===== src/rtl/c64_bus_pkg.sv =====
// ============================================================================
// c64_bus_pkg : shared types and constants for the C64 memory-port arbiter
// Revision    : 1.0
// ============================================================================
`default_nettype none

package c64_bus_pkg;

  typedef enum logic [1:0] {
    CPU_OWN = 2'd0,
    BA_WAIT = 2'd1,
    VIC_OWN = 2'd2
  } arb_state_t;

  localparam int unsigned BA_DELAY_DEFAULT = 3;

  // Slot encoding of the phase flop: phi1 belongs to the VIC, phi2 to the CPU.
  localparam logic PH_VIC = 1'b0;
  localparam logic PH_CPU = 1'b1;

endpackage

`default_nettype wire


===== src/rtl/c64_bus_arbiter.sv =====
// ============================================================================
// c64_bus_arbiter : phi1/phi2 sharing of the 64 KiB RAM port, BA/AEC steal
// Revision        : 1.0
// ============================================================================
`default_nettype none

module c64_bus_arbiter
  import c64_bus_pkg::*;
#(
  parameter int unsigned BA_DELAY = BA_DELAY_DEFAULT
) (
  input  logic        clk,
  input  logic        reset,
  input  logic [15:0] cpu_ab,
  input  logic [7:0]  cpu_do,
  input  logic        cpu_we,
  output logic        cpu_ce,
  output logic [7:0]  cpu_di,
  input  logic [13:0] vic_ab,
  input  logic [1:0]  vic_bank,
  input  logic        vic_dma_req,
  output logic [7:0]  vic_di,
  output logic        ba,
  output logic        aec,
  output logic [15:0] mem_ab,
  output logic [7:0]  mem_do,
  output logic        mem_we,
  input  logic [7:0]  mem_di
);

  localparam logic [1:0] CNT_LAST = 2'(BA_DELAY - 1);

  logic       r_ph;
  arb_state_t r_state;
  arb_state_t w_state_next;
  logic [1:0] r_cnt;
  logic [1:0] w_cnt_next;
  logic       r_ba;
  logic       r_aec;
  logic       r_rd_pend;
  logic [7:0] r_cpu_di;
  logic [7:0] r_vic_di;
  logic       w_cpu_slot;
  logic       w_cpu_ce;
  logic       w_mem_we;
  logic [15:0] w_mem_ab;

  assign w_cpu_slot = (r_ph == PH_CPU);

  // State, counter and BA/AEC only move on the edge that closes the CPU slot.
  always_ff @(posedge clk or posedge reset) begin
    if (reset) begin
      r_ph    <= PH_VIC;
      r_state <= CPU_OWN;
      r_cnt   <= 2'd0;
      r_ba    <= 1'b1;
      r_aec   <= 1'b1;
    end else begin
      r_ph <= ~r_ph;
      if (w_cpu_slot) begin
        r_state <= w_state_next;
        r_cnt   <= w_cnt_next;
        r_ba    <= (w_state_next == CPU_OWN);
        r_aec   <= (w_state_next != VIC_OWN);
      end
    end
  end

  always_comb begin
    w_state_next = r_state;
    w_cnt_next   = r_cnt;
    case (r_state)
      CPU_OWN: begin
        if (vic_dma_req) begin
          w_state_next = BA_WAIT;
          w_cnt_next   = 2'd0;
        end
      end
      BA_WAIT: begin
        if (!vic_dma_req) begin
          w_state_next = CPU_OWN;
        end else begin
          w_cnt_next = r_cnt + 2'd1;
          if (r_cnt == CNT_LAST) begin
            w_state_next = VIC_OWN;
          end
        end
      end
      VIC_OWN: begin
        if (!vic_dma_req) begin
          w_state_next = CPU_OWN;
        end
      end
      default: begin
        w_state_next = CPU_OWN;
        w_cnt_next   = 2'd0;
      end
    endcase
  end

  // During BA_WAIT a write is still allowed through; a read is held off.
  always_comb begin
    w_cpu_ce = 1'b0;
    w_mem_we = 1'b0;
    w_mem_ab = {vic_bank, vic_ab};
    if (w_cpu_slot) begin
      case (r_state)
        CPU_OWN: begin
          w_cpu_ce = 1'b1;
          w_mem_we = cpu_we;
          w_mem_ab = cpu_ab;
        end
        BA_WAIT: begin
          w_mem_ab = cpu_ab;
          if (cpu_we) begin
            w_cpu_ce = 1'b1;
            w_mem_we = 1'b1;
          end
        end
        default: begin
          w_cpu_ce = 1'b0;
        end
      endcase
    end
  end

  // RAM data lags its address by one clk, so each capture closes the other slot.
  always_ff @(posedge clk or posedge reset) begin
    if (reset) begin
      r_rd_pend <= 1'b0;
      r_cpu_di  <= 8'h00;
      r_vic_di  <= 8'h00;
    end else if (w_cpu_slot) begin
      r_vic_di  <= mem_di;
      r_rd_pend <= w_cpu_ce & ~cpu_we;
    end else begin
      if (r_rd_pend) begin
        r_cpu_di <= mem_di;
      end
      r_rd_pend <= 1'b0;
    end
  end

  assign cpu_ce = w_cpu_ce;
  assign cpu_di = r_cpu_di;
  assign vic_di = r_vic_di;
  assign ba     = r_ba;
  assign aec    = r_aec;
  assign mem_ab = w_mem_ab;
  assign mem_do = cpu_do;
  assign mem_we = w_mem_we;

endmodule

`default_nettype wire


===== config.mk =====
export PLATFORM = sky130hd
export DESIGN_NAME = c64_bus_arbiter
export DESIGN_NICKNAME = d
export VERILOG_FILES = /design/src/rtl/c64_bus_pkg.sv /design/src/rtl/c64_bus_arbiter.sv
export SDC_FILE = /design/constraint.sdc
export NUM_CORES = 1
export LEC_CHECK = 0
export CAP_MARGIN = 5
export CORE_ASPECT_RATIO = 0.5
export CORE_UTILIZATION = 34
export DETAILED_ROUTE_END_ITERATION = 8
export GPL_ROUTABILITY_DRIVEN = 0
export MAX_ROUTING_LAYER = met4
export PLACE_DENSITY = 0.79
export SYNTH_ARGS = -nofsm -noshare
export SYNTH_HDL_FRONTEND = slang
export SYNTH_SLANG_ARGS = --single-unit
export TNS_END_PERCENT = 30

===== constraint.sdc =====
create_clock -name clk -period 1.6 [get_ports clk]
set_input_delay 0.32 -clock clk [delete_from_list [all_inputs] [get_ports clk]]
set_output_delay 0.32 -clock clk [all_outputs]
set_load 0.01 [all_outputs]

==> impl_metrics.ini <==
[cts]
worst_setup_hold_path_clk_slew_ns = 0.08
clk-insertion-delay-late_ns = 0.26
ctsLongestPathBuffers = 2
ctsRootBufferMaster = sky130_fd_sc_hd__clkbuf_8
cts_num_sinks = 24
post_cts_buffers = 0
cts_hold_buffers = 0
cts_made_buffers = 3
cts_max_level = 1
clock_tree_from_tritoncts = built

[placement]
port-buffer-count = 79
dp_slack_ns = -0.2419
postPlaceCellArea_um2 = 2150
detailedPlacementHpwl_um = 2477
placed_insts = 226

[power]
leakage_power_figure_nw = 0.9817
share_clk_of_total_power_pct = 18.0
report.power.total_mw = 2.219
worst_supply_voltage_drop_on_vdd_mv = 0.6920
net-switching-power_mw = 0.6046
switching_share_pct = 27.25
combinationalPowerShare_pct = 45.6
seqPwrFrac_pct = 36.5
powerDensity_nw_per_um2 = 987.4
cell_internal_pwr_mw = 1.614

[detailed_routing]
routedWlPerCell_um = 13.92
antenna_violating_nets_post_route = 0
vias_after_detailed_routing = 1053
detail_route.first_pass.iterations = 3
wl_um = 3215
detail_route.iter0.violations = 13
detail_route.vias_per_cell = 4.558
drc = 0

[die]
num_rows = 15
placeableCoreArea_um2 = 3603
design.die.area_um2 = 4212
io_pins = 96
width_of_the_die_um = 90.79
floorplan.initialDensity_pct = 37.19
floorplan_die_height_um = 46.39

[sta]
period_needed_ns = 1.734
worstMarginPinSlew_ns = 0.2983
rsz_0062_raised_after_global_routing = true
worst_slew_margin_rel_pct = 80.11
fmax_mhz = 576.7
final.hold.worst_slack_ns = 0.3928
worst_clock_skew_ns = 0.001278
timing.final.setup_violations = 16
setup-tns-final_ns = -1.992
finalMaxSlewViolations = 0
finalWorstSetupSlack_ns = -0.1341
final-hold-violation-count = 0
finalCritPeriodShare_pct = 108.4

[global_routing]
global_route.overflow_total = 0
wire_length_of_the_first_global_routing_pass_um = 4705
first_global_vias = 959
grtUsageTotal_pct = 15.07
antenna_found_initial = 0
grt_max_degree = 25

[logic_synthesis]
seq_total_area_yosys_pct = 45.00
yosys_register_bits = 24
yosys_warns = 0
postSynthNetCount = 153
post_synth_instance_area_um2 = 1340
syn_inst_count = 100
synth.avg_cell_area_um2 = 13.40
number_of_unique_standard_cell_types_used_by_synthesis = 24

[layout]
sequential_cell_area_um2 = 603.1
design.final.nets = 234
finish.utilization_pct = 62.36
insertedDiodeCount = 0
final_cell_area_um2 = 2247
final_layout_size_suffix_gt1_share_pct = 38.89
areaGrowthSynthToFinish_pct = 67.69
stdcell_count = 231
multi_input_comb_area_um2 = 589.3
fill_cells = 296

[worst_setup_path]
criticalPathCategory = flip-flop to output port
end_kind = output port
critical_path_required_ns = 1.28
critPathLaunchType = flip-flop
crit_fanout = 6
crit_start = r_state[1]
crit_path_arrival_time_ns = 1.41
critical_path.reg2reg.startpoint = r_ph

[run_status]
result_of_the_run = finished, violations left
failed_checks = negative setup slack

[run]
max-cap-violations = 0

[hold_path]
worstHoldPathType = input port to async pin
## placed cells by master, fill, tap and decap left out
cell type                         count
sky130_fd_sc_hd__mux2_4              16
sky130_fd_sc_hd__buf_6               17
sky130_fd_sc_hd__nand2b_4             1
sky130_fd_sc_hd__nand3_1              2
sky130_fd_sc_hd__buf_4                8
sky130_fd_sc_hd__inv_1                5
sky130_fd_sc_hd__dlygate4sd2_1        2
sky130_fd_sc_hd__nand2_1              3
sky130_fd_sc_hd__clkdlybuf4s50_1     59
sky130_fd_sc_hd__a31oi_1              2
sky130_fd_sc_hd__buf_2                2
sky130_fd_sc_hd__buf_16               1
sky130_fd_sc_hd__mux2_2              17
sky130_fd_sc_hd__a21oi_1              1
sky130_fd_sc_hd__o2bb2ai_1            3
sky130_fd_sc_hd__nor2_1               3
sky130_fd_sc_hd__a21oi_2              1
sky130_fd_sc_hd__ha_1                 1
sky130_fd_sc_hd__nor2b_1              1
sky130_fd_sc_hd__nor3_1               1
sky130_fd_sc_hd__a2bb2oi_1            1
sky130_fd_sc_hd__or2b_1               1
sky130_fd_sc_hd__clkbuf_8             4
sky130_fd_sc_hd__a22o_1               1
sky130_fd_sc_hd__dfrtp_1             22
sky130_fd_sc_hd__dfstp_2              2
sky130_fd_sc_hd__o21ai_0              2
sky130_fd_sc_hd__buf_12               1
## what timing repair did
| action | in CTS | in global routing |
|---|---|---|
| gates resized for setup | 92 | 1 |
| pin swaps | 0 | 0 |
| setup endpoints to repair | 20 | 18 |
| gates cloned | 1 | 0 |
## synthesized netlist by cell type
| library cell | n | share of area, % |
|---|---|---|
| sky130_fd_sc_hd__o21ai_0 | 2 | 0.75 |
| sky130_fd_sc_hd__buf_8 | 1 | 1.1 |
| sky130_fd_sc_hd__a22o_1 | 1 | 0.65 |
| sky130_fd_sc_hd__ha_1 | 1 | 0.93 |
| sky130_fd_sc_hd__inv_1 | 5 | 1.4 |
| sky130_fd_sc_hd__nor2_1 | 3 | 0.84 |
| sky130_fd_sc_hd__nand2_1 | 3 | 0.84 |
| sky130_fd_sc_hd__dfrtp_1 | 22 | 41 |
| sky130_fd_sc_hd__nand2b_4 | 1 | 1.0 |
| sky130_fd_sc_hd__o2bb2ai_1 | 3 | 2.0 |
| sky130_fd_sc_hd__dfstp_2 | 2 | 3.9 |
| sky130_fd_sc_hd__buf_12 | 1 | 1.5 |
| sky130_fd_sc_hd__a21oi_2 | 1 | 0.65 |
| sky130_fd_sc_hd__mux2_2 | 18 | 15 |
| sky130_fd_sc_hd__buf_6 | 2 | 1.7 |
| sky130_fd_sc_hd__nor2b_1 | 1 | 0.47 |
| sky130_fd_sc_hd__nor3_1 | 1 | 0.37 |
| sky130_fd_sc_hd__a21oi_1 | 1 | 0.37 |
| sky130_fd_sc_hd__nand3_1 | 2 | 0.75 |
| sky130_fd_sc_hd__buf_4 | 10 | 5.6 |
| sky130_fd_sc_hd__a31oi_1 | 2 | 0.93 |
| sky130_fd_sc_hd__or2b_1 | 1 | 0.56 |
| sky130_fd_sc_hd__mux2_4 | 15 | 17 |
| sky130_fd_sc_hd__a2bb2oi_1 | 1 | 0.65 |
## cell type report
type | count | area share (%)
flip-flops and latches | 24 | 26.84
repair buffers | 90 | 40.81
multi-input cells | 57 | 26.22
inverters | 5 | 0.8352
clock buffers | 4 | 2.450
well taps | 51 | 2.840
## cells by family after synthesis
group	count (synthesis)	share of synthesized area, %
muxes	33	31.93
DFF	24	45.00
buffers and inverters	19	11.30
and+or+nand+nor	12	4.855
AOI/OAI and AO/OA	11	5.976
adders and majority gates	1	0.9336
## flip-flops by register name, summed over array words and instances (netlist names)
signal / count
r_ph: 1
r_cnt: 2
r_rd_pend: 1
vic_di: 8
cpu_di: 8
r_state: 2
ba: 1
aec: 1
## worst max-delay path, stage by stage (launching register included)
cell and delay (ns):
sky130_fd_sc_hd__dfrtp_1 0.38, sky130_fd_sc_hd__nand2b_4 0.19, sky130_fd_sc_hd__buf_16 0.16, sky130_fd_sc_hd__mux2_4 0.30
sky130_fd_sc_hd__buf_6 0.12
## power groups by stage
stage	Combinational, mW	Sequential, mW	Clock, mW
global route	1.07	0.822	0.441
floorplan	0.456	0.860	0
finish	1.01	0.810	0.398
global placement	0.957	0.815	0
detailed placement	0.979	0.821	0
CTS	1.03	0.810	0.413
## path summary, 6_finish.rpt
kind | to | slack, ns | cells after the start
max | mem_ab[13] | -0.13 | 4
min | vic_di[3] | 0.39 | 3
max reg2reg | cpu_di[6] | 0.20 | 4
min reg2reg | aec | 0.49 | 2
max in group asynchronous | aec | 0.92 | 3
min in group clk | aec | 0.49 | 2
## layer usage
layer  global-route usage [%]  vias to the layer above  part of all wire [%]
met1                    15.91                      510                    40
met2                    30.00                       39                    53
li1                         -                      502                     -
met5                        -                        -                     0
met4                    4.444                        0                  0.59
met3                    2.970                        2                   5.9
Note: power is estimated with default switching activity, not from simulation.
